### src/rtl/wb_arbiter_n_if.sv
// ---------------------------------------------------------------------------
// wb_arbiter_n_if
//  Bundle of the arbiter's Wishbone B4 pipelined signals: the flattened
//  per-master (s_*) side, the single downstream (m_*) side and the grant
//  vector.
//  Modports:
//    master : the arbiter's view. It consumes the bus-master requests and
//             drives the downstream bus as its master.
//    slave  : the environment's view. This covers the pipeline masters plus
//             the external slave, i.e. everything around the arbiter.
//  Parameter:
//    NB_MASTERS : number of upstream masters. Master 0 occupies bit 0 / [31:0].
// ---------------------------------------------------------------------------
interface wb_arbiter_n_if #(
    parameter int unsigned NB_MASTERS = 2
) ();

    // upstream, one lane per master
    logic [32*NB_MASTERS-1:0] s_wb_adr_i;
    logic [32*NB_MASTERS-1:0] s_wb_dat_i;
    logic [32*NB_MASTERS-1:0] s_wb_dat_o;
    logic [NB_MASTERS-1:0]    s_wb_we_i;
    logic [4*NB_MASTERS-1:0]  s_wb_sel_i;
    logic [NB_MASTERS-1:0]    s_wb_stb_i;
    logic [NB_MASTERS-1:0]    s_wb_cyc_i;
    logic [NB_MASTERS-1:0]    s_wb_ack_o;
    logic [NB_MASTERS-1:0]    s_wb_stall_o;

    // downstream, towards the external slave
    logic [31:0]              m_wb_adr_o;
    logic [31:0]              m_wb_dat_o;
    logic                     m_wb_we_o;
    logic [3:0]               m_wb_sel_o;
    logic                     m_wb_stb_o;
    logic                     m_wb_cyc_o;
    logic [31:0]              m_wb_dat_i;
    logic                     m_wb_ack_i;
    logic                     m_wb_stall_i;

    // one-hot current owner, zero when idle
    logic [NB_MASTERS-1:0]    grant_o;

    modport master (
        input  s_wb_adr_i, s_wb_dat_i, s_wb_we_i, s_wb_sel_i, s_wb_stb_i, s_wb_cyc_i,
        output s_wb_dat_o, s_wb_ack_o, s_wb_stall_o,
        output m_wb_adr_o, m_wb_dat_o, m_wb_we_o, m_wb_sel_o, m_wb_stb_o, m_wb_cyc_o,
        input  m_wb_dat_i, m_wb_ack_i, m_wb_stall_i,
        output grant_o
    );

    modport slave (
        output s_wb_adr_i, s_wb_dat_i, s_wb_we_i, s_wb_sel_i, s_wb_stb_i, s_wb_cyc_i,
        input  s_wb_dat_o, s_wb_ack_o, s_wb_stall_o,
        input  m_wb_adr_o, m_wb_dat_o, m_wb_we_o, m_wb_sel_o, m_wb_stb_o, m_wb_cyc_o,
        output m_wb_dat_i, m_wb_ack_i, m_wb_stall_i,
        input  grant_o
    );

endinterface

### src/rtl/wb_arbiter_n.sv
// ---------------------------------------------------------------------------
// wb_arbiter_n
//  Arbiter that connects N pipelined Wishbone B4 masters to one slave.
//  Selection is either fixed priority (the lowest index wins) or round-robin.
//  Once a master is granted, it keeps the bus until it drops cyc; there is no
//  preemption. Every hand-over passes through one IDLE cycle in which
//  m_wb_cyc_o is low.
//  The arbiter counts requests that have been accepted but not yet acked. At
//  MAX_OUTSTANDING it stalls the granted master.
//  Ports:
//    clk_i : clock, rising edge
//    rst_i : asynchronous active-high reset
//    bus   : wb_arbiter_n_if.master, which carries the s_* lanes, the m_*
//            bus and grant_o
//  Parameters:
//    NB_MASTERS      : 2..8
//    ROUND_ROBIN     : 0 = fixed priority, 1 = round-robin
//    MAX_OUTSTANDING : 1..15
// ---------------------------------------------------------------------------
module wb_arbiter_n #(
    parameter int unsigned NB_MASTERS      = 2,
    parameter int unsigned ROUND_ROBIN     = 0,
    parameter int unsigned MAX_OUTSTANDING = 4
) (
    input  logic            clk_i,
    input  logic            rst_i,
    wb_arbiter_n_if.master  bus
);

    localparam int unsigned CW = $clog2(MAX_OUTSTANDING + 1);
    localparam int unsigned IW = (NB_MASTERS > 1) ? $clog2(NB_MASTERS) : 1;

    localparam logic [0:0] ST_IDLE    = 1'b0;
    localparam logic [0:0] ST_GRANTED = 1'b1;

    logic [0:0]            state,       state_nxt;
    logic [NB_MASTERS-1:0] grant,       grant_nxt;
    logic [CW-1:0]         outstanding, outstanding_nxt;
    logic [IW-1:0]         rr_ptr,      rr_ptr_nxt;   // first index to search from

    logic                  found_c;
    logic [IW-1:0]         win_idx_c;
    logic [NB_MASTERS-1:0] win_c;
    int unsigned           scan_idx_c;
    logic                  held_c;
    logic                  cap_c;
    logic                  stb_c;
    logic                  accept_c;

    logic [31:0]              m_adr_c;
    logic [31:0]              m_dat_c;
    logic                     m_we_c;
    logic [3:0]               m_sel_c;
    logic                     m_cyc_c;
    logic [NB_MASTERS-1:0]    s_ack_c;
    logic [NB_MASTERS-1:0]    s_stall_c;
    logic [32*NB_MASTERS-1:0] s_dat_c;

    // Request scan. Round-robin starts at rr_ptr and wraps; fixed priority starts at 0.
    always_comb begin
        found_c    = 1'b0;
        win_idx_c  = '0;
        scan_idx_c = 0;
        for (int unsigned k = 0; k < NB_MASTERS; k++) begin
            if (ROUND_ROBIN != 0) begin
                scan_idx_c = (32'(rr_ptr) + k) % NB_MASTERS;
            end else begin
                scan_idx_c = k;
            end
            if (!found_c && bus.s_wb_cyc_i[IW'(scan_idx_c)]) begin
                found_c   = 1'b1;
                win_idx_c = IW'(scan_idx_c);
            end
        end
        win_c = found_c ? (NB_MASTERS'(1) << win_idx_c) : '0;
    end

    // Bus ownership and transfer bookkeeping
    assign held_c   = |(bus.s_wb_cyc_i & grant);
    assign cap_c    = (outstanding == CW'(MAX_OUTSTANDING));
    assign stb_c    = |(bus.s_wb_stb_i & grant) & ~cap_c;
    assign accept_c = stb_c & ~bus.m_wb_stall_i;

    // State register
    always_ff @(posedge clk_i or posedge rst_i) begin
        if (rst_i) begin
            state       <= ST_IDLE;
            grant       <= '0;
            outstanding <= '0;
            rr_ptr      <= '0;
        end else begin
            state       <= state_nxt;
            grant       <= grant_nxt;
            outstanding <= outstanding_nxt;
            rr_ptr      <= rr_ptr_nxt;
        end
    end

    // Next-state logic
    always_comb begin
        state_nxt       = state;
        grant_nxt       = grant;
        outstanding_nxt = outstanding;
        rr_ptr_nxt      = rr_ptr;
        case (state)
            ST_IDLE: begin
                outstanding_nxt = '0;
                if (found_c) begin
                    state_nxt  = ST_GRANTED;
                    grant_nxt  = win_c;
                    rr_ptr_nxt = IW'((32'(win_idx_c) + 1) % NB_MASTERS);
                end
            end
            ST_GRANTED: begin
                if (!held_c) begin
                    // A release abandons any in-flight acks.
                    state_nxt       = ST_IDLE;
                    grant_nxt       = '0;
                    outstanding_nxt = '0;
                end else if (accept_c && !bus.m_wb_ack_i) begin
                    outstanding_nxt = outstanding + CW'(1);
                end else if (!accept_c && bus.m_wb_ack_i && (outstanding != '0)) begin
                    outstanding_nxt = outstanding - CW'(1);
                end
            end
            default: begin
                state_nxt       = ST_IDLE;
                grant_nxt       = '0;
                outstanding_nxt = '0;
            end
        endcase
    end

    // Datapath muxing. grant is zero in IDLE, which forces the idle values on both sides.
    always_comb begin
        m_adr_c   = '0;
        m_dat_c   = '0;
        m_we_c    = 1'b0;
        m_sel_c   = '0;
        m_cyc_c   = 1'b0;
        s_ack_c   = '0;
        s_stall_c = '1;
        s_dat_c   = '0;
        for (int unsigned i = 0; i < NB_MASTERS; i++) begin
            if (grant[i]) begin
                m_adr_c                = bus.s_wb_adr_i[32*i +: 32];
                m_dat_c                = bus.s_wb_dat_i[32*i +: 32];
                m_we_c                 = bus.s_wb_we_i[i];
                m_sel_c                = bus.s_wb_sel_i[4*i +: 4];
                m_cyc_c                = bus.s_wb_cyc_i[i];
                s_ack_c[i]             = bus.m_wb_ack_i;
                s_stall_c[i]           = bus.m_wb_stall_i | cap_c;
                s_dat_c[32*i +: 32]    = bus.m_wb_dat_i;
            end
        end
    end

    assign bus.m_wb_adr_o   = m_adr_c;
    assign bus.m_wb_dat_o   = m_dat_c;
    assign bus.m_wb_we_o    = m_we_c;
    assign bus.m_wb_sel_o   = m_sel_c;
    assign bus.m_wb_cyc_o   = m_cyc_c;
    assign bus.m_wb_stb_o   = stb_c;
    assign bus.s_wb_ack_o   = s_ack_c;
    assign bus.s_wb_stall_o = s_stall_c;
    assign bus.s_wb_dat_o   = s_dat_c;
    assign bus.grant_o      = grant;

endmodule

### src/flat_wrapper.sv
// flat-port wrapper written by rule: the top's interface ports become plain ports
module wb_arbiter_n_flat 
#(
    parameter int unsigned NB_MASTERS      = 2,
    parameter int unsigned ROUND_ROBIN     = 0,
    parameter int unsigned MAX_OUTSTANDING = 4
)
  (clk_i, rst_i, bus_s_wb_adr_i, bus_s_wb_dat_i, bus_s_wb_we_i, bus_s_wb_sel_i, bus_s_wb_stb_i, bus_s_wb_cyc_i, bus_s_wb_dat_o, bus_s_wb_ack_o, bus_s_wb_stall_o, bus_m_wb_adr_o, bus_m_wb_dat_o, bus_m_wb_we_o, bus_m_wb_sel_o, bus_m_wb_stb_o, bus_m_wb_cyc_o, bus_m_wb_dat_i, bus_m_wb_ack_i, bus_m_wb_stall_i, bus_grant_o);
  wb_arbiter_n_if #(.NB_MASTERS(NB_MASTERS)) bus_i ();
  input  logic clk_i;
  input  logic rst_i;
  input wire logic [$bits(bus_i.s_wb_adr_i)-1:0] bus_s_wb_adr_i;
  input wire logic [$bits(bus_i.s_wb_dat_i)-1:0] bus_s_wb_dat_i;
  input wire logic [$bits(bus_i.s_wb_we_i)-1:0] bus_s_wb_we_i;
  input wire logic [$bits(bus_i.s_wb_sel_i)-1:0] bus_s_wb_sel_i;
  input wire logic [$bits(bus_i.s_wb_stb_i)-1:0] bus_s_wb_stb_i;
  input wire logic [$bits(bus_i.s_wb_cyc_i)-1:0] bus_s_wb_cyc_i;
  output wire logic [$bits(bus_i.s_wb_dat_o)-1:0] bus_s_wb_dat_o;
  output wire logic [$bits(bus_i.s_wb_ack_o)-1:0] bus_s_wb_ack_o;
  output wire logic [$bits(bus_i.s_wb_stall_o)-1:0] bus_s_wb_stall_o;
  output wire logic [$bits(bus_i.m_wb_adr_o)-1:0] bus_m_wb_adr_o;
  output wire logic [$bits(bus_i.m_wb_dat_o)-1:0] bus_m_wb_dat_o;
  output wire logic [$bits(bus_i.m_wb_we_o)-1:0] bus_m_wb_we_o;
  output wire logic [$bits(bus_i.m_wb_sel_o)-1:0] bus_m_wb_sel_o;
  output wire logic [$bits(bus_i.m_wb_stb_o)-1:0] bus_m_wb_stb_o;
  output wire logic [$bits(bus_i.m_wb_cyc_o)-1:0] bus_m_wb_cyc_o;
  input wire logic [$bits(bus_i.m_wb_dat_i)-1:0] bus_m_wb_dat_i;
  input wire logic [$bits(bus_i.m_wb_ack_i)-1:0] bus_m_wb_ack_i;
  input wire logic [$bits(bus_i.m_wb_stall_i)-1:0] bus_m_wb_stall_i;
  output wire logic [$bits(bus_i.grant_o)-1:0] bus_grant_o;
  assign bus_i.s_wb_adr_i = bus_s_wb_adr_i;
  assign bus_i.s_wb_dat_i = bus_s_wb_dat_i;
  assign bus_i.s_wb_we_i = bus_s_wb_we_i;
  assign bus_i.s_wb_sel_i = bus_s_wb_sel_i;
  assign bus_i.s_wb_stb_i = bus_s_wb_stb_i;
  assign bus_i.s_wb_cyc_i = bus_s_wb_cyc_i;
  assign bus_s_wb_dat_o = bus_i.s_wb_dat_o;
  assign bus_s_wb_ack_o = bus_i.s_wb_ack_o;
  assign bus_s_wb_stall_o = bus_i.s_wb_stall_o;
  assign bus_m_wb_adr_o = bus_i.m_wb_adr_o;
  assign bus_m_wb_dat_o = bus_i.m_wb_dat_o;
  assign bus_m_wb_we_o = bus_i.m_wb_we_o;
  assign bus_m_wb_sel_o = bus_i.m_wb_sel_o;
  assign bus_m_wb_stb_o = bus_i.m_wb_stb_o;
  assign bus_m_wb_cyc_o = bus_i.m_wb_cyc_o;
  assign bus_i.m_wb_dat_i = bus_m_wb_dat_i;
  assign bus_i.m_wb_ack_i = bus_m_wb_ack_i;
  assign bus_i.m_wb_stall_i = bus_m_wb_stall_i;
  assign bus_grant_o = bus_i.grant_o;
  wb_arbiter_n #(.NB_MASTERS(NB_MASTERS), .ROUND_ROBIN(ROUND_ROBIN), .MAX_OUTSTANDING(MAX_OUTSTANDING)) u_core (.clk_i(clk_i), .rst_i(rst_i), .bus(bus_i));
endmodule
### config.mk
export PLATFORM = sky130hd
export DESIGN_NAME = wb_arbiter_n_flat
export DESIGN_NICKNAME = d
export VERILOG_FILES = /design/src/rtl/wb_arbiter_n_if.sv /design/src/rtl/wb_arbiter_n.sv /design/src/flat_wrapper.sv
export SDC_FILE = /design/constraint.sdc
export NUM_CORES = 1
export LEC_CHECK = 0
export CORE_AREA = 4 4 122 124
export CTS_CLUSTER_SIZE = 10
export DETAILED_ROUTE_END_ITERATION = 8
export DIE_AREA = 0 0 126 128
export PLACE_DENSITY_LB_ADDON = 0.3
export SYNTH_ARGS = -nofsm -noshare
export SYNTH_HDL_FRONTEND = slang
export SYNTH_SLANG_ARGS = --single-unit
### constraint.sdc
create_clock -name clk_i -period 3.3 [get_ports clk_i]
set_clock_uncertainty 0.1 [all_clocks]
set_input_delay 0.66 -clock clk_i [delete_from_list [all_inputs] [get_ports clk_i]]
set_output_delay 0.66 -clock clk_i [all_outputs]
set_load 0.01 [all_outputs]
==> key figures, run 1 <==
Outcome
  – Outcome: completed

Placed design
  – Placed insts: 692
  – PortBufs: 318
  – DP HPWL: 10,620 µm
  – GP Congestion: 0.7792

Routing
  – Iter 0 DRT Violations: 53
  – Vias/cell: 4.158
  – Routed len/inst: 17.66 µm
  – Final wirelength: 12,310 µm
  – Initial DRT Pass Iterations: 4
  – # DRC: 0
  – Antenna Violating Nets Remaining: 0
  – Via count: 2,898

Synth
  – Synth warnings: 0
  – Post-synth EDFFs: 0
  – Synth area leaders: a22o_1 (38%), and2_1 (26%), dfrtp_1 (9.3%)
  – Syn_area_per_cell: 7.513 µm²
  – Post-synthesis sequential area ratio: 9.339%
  – Syn Inst Count: 214
  – Synth Flop Type: dfrtp_1
  – Syn Nets: 393
  – Synthesized area: 1608 µm²
  – Count of cell types in the netlist: 29
  – Post-synthesis sequential element count: 6
  – Synth top area share: 38.13%
  – Area leader, netlist: a22o_1
  – Most common cell in the netlist: a22o_1
  – Most frequent cells after synthesis: a22o_1 (70), and2_1 (66), clkbuf_1 (14)
  – Async SR Flop Fraction: 100.0%

GRT
  – First-pass GRT wire length: 17,560 µm
  – Vias in the first global route: 3,069
  – Pin count of the biggest net entering global routing: 71
  – Antenna violations before repair: 1
  – Total track usage: 13.55%
  – GR Overflow Total: 0

Clock network
  – CTS tree: yes
  – Cts repair resizes: 0
  – Htree depth: 1
  – Root buf cell: clkbuf_16
  – Clk buf depth: 2
  – Reg clk slew, reported paths: 0.04 ns
  – Clk Latency, worst-skew pair: 0.23 ns
  – Hold_buf cts: 0
  – Setup Buffers After CTS: 0
  – CTS sink cnt: 6
  – Cts bufs inserted: 3

Final layout
  – Fillers: 1,420
  – Layout Cells excl Fill: 697
  – Sequential cell area: 153.9 µm²
  – Total Nets Final: 696
  – Area growth syn-to-layout: 214.6%
  – Footprint of the multi-input gates: 1331 µm²
  – Share of layout cells above drive strength 1: 3.295%

Pwr
  – Worst VDD drop: 0.1998 mV
  – Power per cell area: 593.1 nW/µm²
  – LEAKAGE: 0.001925 µW

Die
  – Starting density of the core: 11.67%
  – Die width: 126 µm
  – Die Height: 128 µm
  – # rows: 43
  – CORE AREA: 13,770 µm²
  – Die area: 16,130 µm²
  – Top Ports: 319

Critical path
  – CP Depth: 7
  – Worst r2r dst: u_core.outstanding[1]
  – CP peak stage delay: 0.53 ns
  – Kind of critical path: input pin to register
  – Maximum fanout along the worst path: 3
  – Reg2Reg Depth: 6
  – Critical path destination: u_core.outstanding[1]
  – Crit-path leading delay family: compound AO/OA/AOI/OAI gates
  – Req. time, crit path: 3.34 ns
  – CP Capture Type: register
  – Crit path from: bus_s_wb_stb_i[1]
  – Crit path buffers/inverters: 1
  – Reg2reg setup slack: 0.58 ns
  – Worst path cell trace: clkdlybuf4s50_1, a22oi_2, a2111oi_0, fa_1, o21bai_1, a311o_1, a221oi_2
  – Critical path's slowest cell: fa_1
  – Crit start category: input pin
  – Reg2reg start: u_core.bus.grant_o[1]
  – Critical path arrival: 2.99 ns

STA
  – Fin crit period: 2.957 ns
  – Tightest Pin Transition: 0.4760 ns
  – Crit share post-route: 89.60%
  – Relative slew slack: 67.45%
  – Max Fclk: 338.2 MHz
  – Fin. max-slew vios: 0
  – Setup TNS: 0 ns
  – Final hold violations: 0
  – RSZ-0062 raised after global routing: no
  – Setup Viol. Count Final: 0

Hold path
  – Worst Hold Class: register to register

Run
  – Max Cap Viol: 0
[routing by layer]
layer	wire length (µm)	share of wire, %	vias up	track usage [%]
met5	0	0	-	0
met4	82	0.67	0	2.208
met2	6571	53	171	26.38
li1	-	-	1409	-
met3	1158	9.4	6	4.417
met1	4494	37	1312	14.38
[worst min-delay path by stage]
stage | startpoint | end | cells past startpoint
floorplan | rst_i | u_core.bus.grant_o[0] | 1
global placement | u_core.state | u_core.state | 1
detailed placement | u_core.state | u_core.bus.grant_o[1] | 1
CTS | u_core.state | u_core.bus.grant_o[1] | 1
global route | u_core.state | u_core.state | 1
finish | u_core.state | u_core.bus.grant_o[1] | 1
[where the power goes]
| part | internal [µW] | total [µW] | switching [µW] |
|---|---|---|---|
| Clock | 161 | 207 | 46.0 |
| Sequential | 97.4 | 185 | 87.2 |
| Combinational | 1540 | 2610 | 1070 |
[worst register-to-register path, cell delays in order (launching register included)]
cell and delay (ns):
dfrtp_4 0.65, a22oi_2 0.17, a2111oi_0 0.50, fa_1 0.53, o21bai_1 0.17, a311o_1 0.28
a221oi_2 0.22
[per-stage QoR]
stage	hold slack [ns]	total power, µW	cell area [µm²]	worst slack [ns]	util, %
2_1_floorplan	0.3510	1284	1608	0.7412	-
3_3_place_gp	0.4619	2822	4976	0.1293	36.13
3_5_place_dp	0.4709	2828	4976	0.08063	36.13
4_1_cts	0.4874	3048	5055	0.3194	36.70
5_1_grt	0.5036	3190	5057	0.2396	36.72
6_report	0.4969	2999	5057	0.3432	36.72
[layout make-up]
cell class	instances	share of cell area, %
Clock buffer	4	1.559
Antenna cell	1	0.04948
Inverter	4	0.2969
Timing Repair Buffer	324	64.28
Tap cell	180	4.453
Sequential cell	6	3.043
Multi-Input combinational cell	178	26.32
[registers in the layout (all words and copies together) (netlist names)]
signal / count
u_core.outstanding: 3
u_core.bus.grant_o: 2
u_core.state: 1
[kinds of logic after synthesis]
group                      count (synthesis)  synth area share (%)
DFF                                        6                 9.338
and+or+nand+nor                           82                 29.88
buffers and inverters                     30                 8.326
xor gates and xnor gates                   2                 1.090
adders and majority gates                  1                 1.245
AOI/OAI and AO/OA                         93                 50.12
[layout by cell type, fill, tap and decap left out, types with 2 or more instances in the layout]
cell type          n
o32ai_1            3
a21oi_1            5
o21ai_0            3
nor2_1             5
clkdlybuf4s50_1  317
nand2_1            7
buf_12             2
inv_1              4
buf_4              5
o22ai_1            2
a22o_1            70
a311o_1            2
clkbuf_16          3
dfrtp_1            5
and2_1            66
No activity file was read; power rests on OpenSTA's default activity.
==> inputs of run 2 (changes only) <==
REMOVE_ABC_BUFFERS = 1   (was unset)
==> key figures, run 2 (same netlist as run 1, synthesis figures left out) <==
Critical path
  – Kind of critical path: input pin to register
  – CP Capture Type: register
  – Crit start category: input pin
  – Crit-path leading delay family: compound AO/OA/AOI/OAI gates
  – Critical path's slowest cell: fa_1
  – Maximum fanout along the worst path: 3 (unchanged)
  – Crit path buffers/inverters: 1 (unchanged)
  – CP peak stage delay: 0.53 ns (about the same)
  – Critical path arrival: 3.01 ns (+0.02 ns)
  – Req. time, crit path: 3.33 ns (about the same)
  – Worst path cell trace: clkdlybuf4s50_1, a22oi_2, a2111oi_0, fa_1, o21bai_1, a311o_1, a221oi_2

STA
  – Setup Viol. Count Final: 0 (unchanged)
  – Fin. max-slew vios: 0 (unchanged)
  – Crit share post-route: 90.36% (+0.76 points)
  – RSZ-0062 raised after global routing: no
  – Tightest Pin Transition: 0.5093 ns (+0.03334 ns)
  – Relative slew slack: 65.17% (-2.3 points)
  – Setup ws final: 0.3182 ns (-0.02492 ns)
  – Fin crit period: 2.982 ns (+0.02492 ns)
  – Max Fclk: 335.4 MHz (-0.84%)
  – Setup TNS: 0 ns (unchanged)
  – Final hold violations: 0 (unchanged)

Final layout
  – Largest Register: u_core.outstanding
  – Share of layout cells above drive strength 1: 2.913% (-0.38 points)
  – ANT cells: 0 (-1)
  – Commonest non-fill, non-tap cell in the layout: clkdlybuf4s50_1
  – Max reg flops: 3 (unchanged)
  – Total Nets Final: 695 (-0.14%)
  – Most frequent cells in the layout: clkdlybuf4s50_1 (318), a22o_1 (70), and2_1 (66)
  – Layout Cells excl Fill: 695 (-0.29%)
  – Area growth syn-to-layout: 214.1%
  – Post-layout util: 36.66% (-0.055 points)

Pwr
  – Worst VDD drop: 0.3726 mV (+86%)
  – Power per cell area: 592.4 nW/µm² (-0.11%)
  – PnR Total Power: 2992 µW (-0.25%)
  – LEAKAGE: 0.001919 µW (-0.33%)

Routing
  – Initial DRT Pass Iterations: 4 (unchanged)
  – Via count: 2,885 (-0.45%)
  – Final wirelength: 11,770 µm (-4.4%)
  – # DRC: 0 (unchanged)
  – Antenna Violating Nets Remaining: 0 (unchanged)
  – Vias/cell: 4.151 (-0.16%)
  – Iter 0 DRT Violations: 149 (+180%)
  – Routed len/inst: 16.93 µm (-4.1%)

Clock network
  – Reg clk slew, reported paths: 0.03 ns (about the same)
  – CTS tree: yes
  – Htree depth: 1 (unchanged)
  – Hold_buf cts: 0 (unchanged)
  – Root buf cell: clkbuf_16
  – Clk buf depth: 2 (unchanged)
  – Clk Latency, worst-skew pair: 0.23 ns (about the same)
  – Cts bufs inserted: 3 (unchanged)
  – Cts repair resizes: 0 (unchanged)
  – Setup Buffers After CTS: 0 (unchanged)
  – CTS sink cnt: 6 (unchanged)

Die
  – Die width: 126 µm (unchanged)
  – Top Ports: 319 (unchanged)
  – Die area: 16,130 µm² (unchanged)
  – Starting density of the core: 11.67% (unchanged)
  – CORE AREA: 13,770 µm² (unchanged)
  – Die Height: 128 µm (unchanged)
  – # rows: 43 (unchanged)

GRT
  – First-pass GRT wire length: 16,830 µm (-4.2%)
  – GR Overflow Total: 0 (unchanged)
  – Vias in the first global route: 2,994 (-2.4%)
  – Pin count of the biggest net entering global routing: 73 (+2.8%)
  – Total track usage: 12.72% (-0.83 points)
  – Antenna violations before repair: 0 (-1)

Outcome
  – Outcome: completed

Hold path
  – Worst Hold Class: register to register

Run
  – Max Cap Viol: 0 (unchanged)

Placed design
  – DP HPWL: 10,050 µm (-5.4%)
  – Placed insts: 691 (-0.14%)
  – Pre-CTS setup slack: 0.09961 ns (+0.01898 ns)
  – PortBufs: 318 (unchanged)
  – GP Congestion: 0.8447 (+8.4%)
[run 2: changes by cell type in the layout (fill, tap and decap cells not counted), sizes merged]
cell / before / now
diode: 1 / 0
buf: 7 / 5
clkdlybuf4s50: 317 / 318
[run 2: through the flow]
stage	area, µm²	hold slack [ns]
floorplan	1489	0.3510
global placement	4971	0.4583
detailed placement	4971	0.4766
CTS	5050	0.4822
global route	5050	0.5199
finish	5050	0.4883
[run 2: area by class of cell]
cell class / count / area (µm²)
repair buffers: 323 / 3246
flip-flops and latches: 6 / 153.9
multi-input cells: 178 / 1331
clock buffers: 4 / 78.83
well taps: 180 / 225.2
inverters: 4 / 15.01
fillers: 1411 / 8723
[run 2: worst register-to-register path, cell delays in order, from the launching register on]
cell and delay (ns):
dfrtp_1 0.48, a22oi_2 0.11, a2111oi_0 0.51, fa_1 0.53, o21bai_1 0.17, a311o_1 0.29
a221oi_2 0.23
[run 2: where the power goes]
group	switching (µW)	internal (µW)
sequential	42.0	98.1
clock	39.5	160
combinational	1120	1530
[run 2: routing by layer]
metal | global-route usage [%] | wire length, µm | vias to the layer above
met5 | 0 | 0 | -
met4 | 1.009 | 87 | 0
met3 | 3.542 | 928 | 6
met2 | 23.91 | 6237 | 143
met1 | 14.97 | 4512 | 1333
li1 | - | - | 1403
[run 2: worst paths after layout]
| kind | start | to | slack (ns) | cells past startpoint |
|---|---|---|---|---|
| hold reg to reg | u_core.state | u_core.state | 0.49 | 1 |
| setup / recovery | bus_s_wb_stb_i[1] | u_core.outstanding[1] | 0.32 | 7 |
| min in group asynchronous | rst_i | u_core.bus.grant_o[1] | 0.56 | 2 |
| max in group asynchronous | rst_i | u_core.bus.grant_o[1] | 2.32 | 2 |
| hold / removal | u_core.state | u_core.state | 0.49 | 1 |
| setup reg to reg | u_core.bus.grant_o[0] | u_core.outstanding[1] | 0.79 | 6 |
